### src/rtl/sig_control_timed_pkg.sv
// Shared light and state encodings for the timed highway/country signal controller.
package sig_control_timed_pkg;

    typedef enum logic [1:0] {
        RED    = 2'd0,
        YELLOW = 2'd1,
        GREEN  = 2'd2
    } light_t;

    // S2 and S5 are both all-red clearances; S2 leads into the country phase, S5 back to the highway
    typedef enum logic [2:0] {
        S0 = 3'd0,
        S1 = 3'd1,
        S2 = 3'd2,
        S3 = 3'd3,
        S4 = 3'd4,
        S5 = 3'd5
    } state_t;

endpackage

### src/rtl/sig_control_timed_phase_timer.sv
// Saturating phase timer: zero in the first cycle of a phase, then counts up once per cycle.
module phase_timer #(
    parameter int CNT_W = 8
) (
    input  logic             clk,
    input  logic             clear,
    input  logic             restart,
    output logic [CNT_W-1:0] cnt
);

    always_ff @(posedge clk or posedge clear) begin
        if (clear) begin
            cnt <= '0;
        end else if (restart) begin
            cnt <= '0;
        end else if (cnt != '1) begin
            cnt <= cnt + CNT_W'(1);
        end
    end

endmodule

### src/rtl/sig_control_timed.sv
// Highway/country intersection controller with timed phases, pedestrian walk and emergency override.
module sig_control_timed
    import sig_control_timed_pkg::*;
#(
    parameter int Y_CYCLES    = 3,
    parameter int AR_CYCLES   = 2,
    parameter int MIN_HG      = 8,
    parameter int MAX_CG      = 10,
    parameter int WALK_CYCLES = 4,
    parameter int CNT_W       = 8
) (
    input  logic       clk,
    input  logic       clear,
    input  logic       x,
    input  logic       ped_req,
    input  logic       emerg,
    output logic [1:0] hwy,
    output logic [1:0] cntry,
    output logic       walk,
    output logic       ped_pending
);

    if (Y_CYCLES < 1 || AR_CYCLES < 1 || MIN_HG < 1 || MAX_CG < 1 || WALK_CYCLES < 1 ||
        CNT_W < 1 || WALK_CYCLES > MAX_CG || MAX_CG >= (1 << CNT_W) ||
        MIN_HG >= (1 << CNT_W) || Y_CYCLES >= (1 << CNT_W)) begin : g_param_err
        $error("sig_control_timed: illegal parameter combination");
    end

    localparam logic [CNT_W-1:0] HG_LAST   = CNT_W'(MIN_HG - 1);
    localparam logic [CNT_W-1:0] Y_LAST    = CNT_W'(Y_CYCLES - 1);
    localparam logic [CNT_W-1:0] AR_LAST   = CNT_W'(AR_CYCLES - 1);
    localparam logic [CNT_W-1:0] CG_LAST   = CNT_W'(MAX_CG - 1);
    localparam logic [CNT_W-1:0] WALK_LAST = CNT_W'(WALK_CYCLES - 1);
    localparam logic [CNT_W-1:0] WALK_LEN  = CNT_W'(WALK_CYCLES);

    state_t           state;
    state_t           state_nxt;
    logic [CNT_W-1:0] cnt;
    logic             walk_phase;
    logic             serve;

    phase_timer #(.CNT_W(CNT_W)) u_timer (
        .clk     (clk),
        .clear   (clear),
        .restart (state_nxt != state),
        .cnt     (cnt)
    );

    always_ff @(posedge clk or posedge clear) begin
        if (clear) begin
            state <= S0;
        end else begin
            state <= state_nxt;
        end
    end

    always_comb begin
        state_nxt = state;
        unique case (state)
            S0: if ((x || ped_pending) && !emerg && cnt >= HG_LAST) state_nxt = S1;
            S1: if (cnt == Y_LAST) state_nxt = S2;
            S2: if (cnt == AR_LAST) state_nxt = emerg ? S5 : S3;
            S3: if (emerg || cnt == CG_LAST || (!x && !walk_phase) ||
                    (!x && walk_phase && cnt >= WALK_LAST)) state_nxt = S4;
            S4: if (cnt == Y_LAST) state_nxt = S5;
            S5: if (cnt == AR_LAST) state_nxt = S0;
            default: state_nxt = S0;
        endcase
    end

    assign serve = (state == S2) && (state_nxt == S3);

    // A request arriving on the very edge into S3 is folded into this walk; later ones wait a full cycle
    always_ff @(posedge clk or posedge clear) begin
        if (clear) begin
            ped_pending <= 1'b0;
            walk_phase  <= 1'b0;
        end else if (serve) begin
            walk_phase  <= ped_pending || ped_req;
            ped_pending <= 1'b0;
        end else if (ped_req) begin
            ped_pending <= 1'b1;
        end
    end

    always_comb begin
        hwy   = RED;
        cntry = RED;
        walk  = 1'b0;
        unique case (state)
            S0: hwy = GREEN;
            S1: hwy = YELLOW;
            S3: begin
                cntry = GREEN;
                walk  = walk_phase && (cnt < WALK_LEN);
            end
            S4: cntry = YELLOW;
            default: ;
        endcase
    end

endmodule
### config.mk
export PLATFORM = sky130hd
export DESIGN_NAME = sig_control_timed
export DESIGN_NICKNAME = d
export VERILOG_FILES = /design/src/rtl/sig_control_timed_pkg.sv /design/src/rtl/sig_control_timed_phase_timer.sv /design/src/rtl/sig_control_timed.sv
export SDC_FILE = /design/constraint.sdc
export NUM_CORES = 1
export LEC_CHECK = 0
export BUFFER_PORTS_ARGS = -buffer_cell sky130_fd_sc_hd__buf_4
export CAP_MARGIN = 20
export CELL_PAD_IN_SITES_DETAIL_PLACEMENT = 0
export CELL_PAD_IN_SITES_GLOBAL_PLACEMENT = 1
export CORE_UTILIZATION = 39
export DETAILED_ROUTE_END_ITERATION = 12
export PLACE_DENSITY = 0.8
export SLEW_MARGIN = 30
export SYNTH_ARGS = -nofsm -noshare
export SYNTH_HDL_FRONTEND = slang
export SYNTH_SLANG_ARGS = --single-unit
### constraint.sdc
create_clock -name clk -period 2.42 [get_ports clk]
set_clock_uncertainty 0.15 [all_clocks]
set_input_delay 0.363 -clock clk [delete_from_list [all_inputs] [get_ports clk]]
set_output_delay 0.363 -clock clk [all_outputs]
set_load 0.005 [all_outputs]
==> flow_summary.json, run 1 <==
{
  "cts_tree": "built",
  "cp.required_ps": 2440,
  "hold_viol": 0,
  "holdPathEnd": "ped_pending",
  "numCtsBuffers": 3,
  "coreArea_um2": 2276,
  "layout-drive-gt1-share_pct": 34.40,
  "fmax_mhz": 425.2,
  "hpwl_um": 1656,
  "rsz0062_at_grt": "yes",
  "maxSlewViolCount": 0,
  "drt_iter0_markers": 26,
  "setup_viol": 0,
  "antenna_found_initial": 0,
  "root_buffer": "clkbuf_4",
  "wl_um": 2332,
  "grt_pass1_wl_um": 3981,
  "yosys.area.top_type": "dfrtp_1",
  "ys.flop_type": "dfrtp_1",
  "clkTransAtPathRegs_ps": 90,
  "syn_avg_cell_area_um2": 9.539,
  "overflow": 0,
  "grt_max_degree": 14,
  "routedWlPerCell_um": 15.24,
  "io_pins": 11,
  "nFillCells": 221,
  "area_growth_pct": 25.20,
  "timing.rr.end": "walk_phase",
  "tightestPinTransition_ps": 528.0,
  "synth_top_area_share_pct": 33.77,
  "vias_per_cell": 5.869,
  "holdCritPathClass": "input pin to register",
  "comb_power_share_pct": 58.5,
  "path_cells": "or4_4 -> o41a_1 -> nor4_4 -> and2b_2 -> mux2_2",
  "globalplace.congestion": 0.8724,
  "synth_nets": 109,
  "fin_crit_sh_pct": 97.17,
  "worstSetupStartpoint": "u_timer.cnt[7]",
  "vias": 898,
  "swShare_pct": 44.20,
  "end_kind": "register",
  "die_y_um": 51.70,
  "grt_pass1_vias": 870,
  "critPathArrivalTime_ps": 2370,
  "critical_path.startpoint_type": "register",
  "die_area_um2": 2673,
  "slew_headroom_pct": 64.76,
  "switching_power_mw": 0.5660,
  "diodes": 0,
  "clk_latency_ps": 280,
  "crit_slowest_cell": "or4_4",
  "setup-tns-final_ps": 0,
  "synthArstFlopShare_pct": 100.0,
  "min-delay-start": "ped_req",
  "irDropWorstVdd_mv": 0.7434,
  "timing.rr.start": "u_timer.cnt[7]",
  "rows": 17,
  "path_class": "register to register",
  "power_density_nw_per_um2": 1062,
  "status": "completed",
  "drtPass1Iterations": 4,
  "p_seq_share_pct": 30.4,
  "drv_cap": 0,
  "final_util_pct": 53.00,
  "fin_nets": 134,
  "syn_inst": 101,
  "initial_core_util_pct": 42.33,
  "clock_path_buffers": 2,
  "p_clk_share_pct": 11.1,
  "intPower_mw": 0.7146,
  "drc": 0,
  "yosys.cell_types.count": 44,
  "ys_warn_count": 0,
  "ant_nets": 0,
  "port_buffers": 10,
  "hold_depth": 3,
  "leakage_nw": 0.5264,
  "reg2reg_depth": 5,
  "synth_edf_count": 0,
  "r2r_slack_ps": 70,
  "grt_usage_pct": 20.02,
  "critPathMaxFanout": 3,
  "yosys-top-cells-area": "dfrtp_1, ha_1, inv_1",
  "ys_ff_latch": 13,
  "die_x_um": 51.70,
  "fin_crit_ps": 2352,
  "max_stage_delay_ps": 570,
  "synthesis.area_um2": 963.4,
  "cts_sinks": 13,
  "synth-seq-area-share_pct": 33.77,
  "htree_levels": 1
}
==> flip-flops by register name, summed over array words and instances (netlist names) <==
register     count
u_timer.cnt      8
state            3
walk_phase       1
ped_pending      1
==> cell type report <==
cell class | count | area (um2) | area share (%)
clock buffers | 4 | 26.28 | 2.178
inverters | 10 | 37.54 | 3.112
multi-input cells | 75 | 599.3 | 49.69
flip-flops and latches | 13 | 325.3 | 26.97
well taps | 28 | 35.03 | 2.905
repair buffers | 23 | 182.7 | 15.15
==> through the flow <==
stage	power (mW)	hold WS [ps]	setup WS [ps]	area, um2	std cells
after detailed placement	1.050	298.9	14.61	1120	147
after floorplan	0.8431	89.96	62.08	963.4	101
after global placement	1.036	289.3	81.57	1120	147
final	1.281	255.8	68.44	1206	153
after global routing	1.382	267.8	-12.30	1206	153
after CTS	1.201	248.6	21.57	1161	152
==> power by group through the flow <==
| stage | Clock, mW | Sequential, mW | Combinational, mW |
|---|---|---|---|
| after global routing | 0.152 | 0.402 | 0.828 |
| after CTS | 0.145 | 0.380 | 0.676 |
| after global placement | 0 | 0.381 | 0.655 |
| after floorplan | 0 | 0.342 | 0.501 |
| final | 0.142 | 0.390 | 0.749 |
| after detailed placement | 0 | 0.382 | 0.668 |
==> per-layer routing <==
metal	share of wire (%)	vias up	global-route usage [%]
met5	0	-	0
met4	1.8	0	8.559
met3	1.9	4	2.632
met2	50	15	32.68
met1	46	454	26.36
li1	-	425	-
==> worst max-delay path, delay by kind of cell (launching register included) <==
family	cells	cell delay [ps]
flops	1	390
simple gates	3	1080
mux	1	270
compound gates	1	360
==> worst max path at each step <==
stage                           to  slack [ps]
floorplan               walk_phase          60
global placement        walk_phase          80
detailed placement  u_timer.cnt[1]          10
CTS                           walk          20
global route                  walk         -10
finish                  walk_phase          70
==> cells in the mapped netlist (all sizes together) (3+ instances only) <==
cell type  number
a21oi           4
dfrtp          13
ha              3
inv            10
nand2           5
nand4           4
nor2            5
nor2b           3
nor3            8
nor4            3
o21ai           4
xor2            3
==> timing repair <==
action                                  4_1_cts  5_1_grt
hold buffers                                  1        0
buffers inserted                              0        1
gates resized for setup                       1        7
pin swaps                                     0        0
endpoints found under the hold margin        13        0
endpoints found under the setup margin        3       10
==> layout by cell type, fill, tap and decap left out, types with 2 or more instances in the layout <==
| cell | instances |
|---|---|
| a31oi_1 | 2 |
| a21oi_1 | 4 |
| nor2_1 | 4 |
| dfrtp_1 | 13 |
| xor2_1 | 3 |
| nor2b_1 | 3 |
| ha_1 | 2 |
| clkbuf_4 | 3 |
| buf_4 | 20 |
| nor3_4 | 2 |
| inv_1 | 10 |
| buf_6 | 2 |
| nand4_1 | 4 |
| and3_1 | 2 |
| nand3_1 | 2 |
| nor3_1 | 6 |
| nor3b_1 | 2 |
| o21ai_0 | 4 |
| a311o_1 | 2 |
| nand2_1 | 5 |
==> cells by family (layout without fill, tap and decap cells) <==
kind of cell               after synthesis  in the layout  share of synthesized area, %
muxes                                    3              3                         3.636
buffers and inverters                   13             37                         7.662
adders and majority gates                3              3                         3.897
DFF                                     13             13                         33.77
AOI/OAI and AO/OA                       19             19                         15.33
xor gates and xnor gates                 4              4                         3.637
and+or+nand+nor                         46             46                         32.08
Power figures use the tool's default switching activity.
==> run 2: changes to the inputs <==
Settings changed: GPL_TIMING_DRIVEN from default to 0.
==> flow_summary.json, run 2 (same netlist as run 1, synthesis figures left out) <==
{
  "status": "finished with violations",
  "violations": "setup timing",
  "setup_ws_ps": -16.51,
  "critPathMaxFanout": 3,
  "fin_nets": 134,
  "initial_core_util_pct": 42.33,
  "reg.largest.list": "u_timer.cnt x8, state x3",
  "antenna_found_initial": 0,
  "path_class": "register to register",
  "final_util_pct": 58.88,
  "comb_power_share_pct": 66.8,
  "top_layer_used": "met4",
  "drt_iter0_markers": 11,
  "grt_pass1_wl_um": 3912,
  "holdCritPathClass": "input pin to register",
  "p_seq_share_pct": 23.8,
  "max_stage_delay_ps": 590,
  "pre_cts_slack_ps": -296.7,
  "final_cell_mix": "buf_4, dfrtp_1, inv_1",
  "rows": 17,
  "vias_per_cell": 5.627,
  "grt_max_degree": 14,
  "vias": 861,
  "wl_met1_um": 1107,
  "clkTransAtPathRegs_ps": 80,
  "coreArea_um2": 2276,
  "grt_pass1_vias": 854,
  "numCtsBuffers": 3,
  "intPower_mw": 0.8354,
  "crit_slowest_cell": "or4_4",
  "nFillCells": 194,
  "critPathArrivalTime_ps": 2460,
  "fin_cells": 153,
  "switching_power_mw": 0.6429,
  "maxSlewViolCount": 0,
  "drc": 0,
  "die_y_um": 51.70,
  "finalPower_mw": 1.478,
  "clock_path_buffers": 2,
  "cp.depth": 6,
  "critical_path.top_delay_family": "simple AND/OR/NAND/NOR gates",
  "ant_nets": 0,
  "power_density_nw_per_um2": 1103,
  "setup-tns-final_ps": -28.12,
  "htree_levels": 1,
  "globalplace.congestion": 0.8884,
  "overflow": 0,
  "area_growth_pct": 39.09,
  "rsz0062_at_grt": "yes",
  "regMostFlops": "u_timer.cnt",
  "hold_depth": 3,
  "slew_headroom_pct": 64.95,
  "p_clk_share_pct": 9.5,
  "die_x_um": 51.70,
  "port_buffers": 10,
  "final_common_cell": "buf_4",
  "clk_latency_ps": 280,
  "grt_usage_pct": 20.27,
  "route.met2.wl_um": 1158,
  "fin_crit_sh_pct": 100.7,
  "cp.required_ps": 2440,
  "placed_area_um2": 1074,
  "diodes": 0,
  "routedWlPerCell_um": 15.39,
  "cts_tree": "built",
  "crit_buf_inv": 1,
  "wl_um": 2354,
  "drv_cap": 0,
  "hold_viol": 0,
  "fmax_mhz": 410.4,
  "root_buffer": "clkbuf_4",
  "reg2reg_depth": 6,
  "die_area_um2": 2673,
  "wl_met3_um": 53,
  "end_kind": "register",
  "cts_sinks": 13,
  "tightestPinTransition_ps": 525.2,
  "design_area_um2": 1340,
  "swShare_pct": 43.49,
  "critical_path.startpoint_type": "register",
  "io_pins": 11,
  "dp.cells": 139,
  "largest_reg_flops": 8,
  "fin_crit_ps": 2437,
  "setup_viol": 3,
  "irDropWorstVdd_mv": 0.6104,
  "path_cells": "or4_4 -> o41a_1 -> nor4_4 -> buf_4 -> and2b_2 -> mux2_2",
  "layout-drive-gt1-share_pct": 40.80,
  "leakage_nw": 0.5647,
  "drtPass1Iterations": 4,
  "hpwl_um": 1510,
  "fin_hold_ws_ps": 258.2
}
## run 2: area by class of cell
type	instances	area (um2)	share of cell area, %
plain buffers	3	36.28	2.708
inverters	10	37.54	2.801
flip-flops and latches	13	327.8	24.46
clock buffers	4	26.28	1.961
well taps	28	35.03	2.614
multi-input cells	75	699.4	52.19
repair buffers	20	177.7	13.26
## run 2: worst min-delay path, stage by stage
cell	delay, ps
buf_4	70
or2_2	90
mux2_2	130
## run 2: final timing paths
| kind | to | startpoint | slack [ps] |
|---|---|---|---|
| max in group asynchronous | u_timer.cnt[4] | clear | 1220 |
| min in group asynchronous | u_timer.cnt[5] | clear | 530 |
| min | walk_phase | ped_req | 260 |
| min reg2reg | walk_phase | walk_phase | 410 |
| max | walk_phase | u_timer.cnt[7] | -20 |
| max reg2reg | walk_phase | u_timer.cnt[7] | -20 |
## run 2: power groups by stage
| stage | sequential [mW] | combinational (mW) | clock (mW) |
|---|---|---|---|
| finish | 0.352 | 0.987 | 0.140 |
| global route | 0.360 | 1.07 | 0.154 |
| CTS | 0.347 | 0.835 | 0.145 |
| detailed placement | 0.359 | 0.646 | 0 |
| global placement | 0.355 | 0.644 | 0 |
| floorplan | 0.342 | 0.501 | 0 |
## run 2: layer usage
| metal | up-vias | GRT usage, % |
|---|---|---|
| li1 | 429 | - |
| met1 | 416 | 26.55 |
| met2 | 12 | 33.55 |
| met3 | 4 | 1.754 |
| met4 | 0 | 9.459 |
| met5 | - | 0 |
## run 2: what timing repair did
item,in CTS,in global routing
pin swaps,1,7
setup buffers,6,4
endpoints found under the setup margin,10,10
cloned,0,0
gates resized for setup,11,12
hold endpoints to repair,13,0
hold buffers,1,0
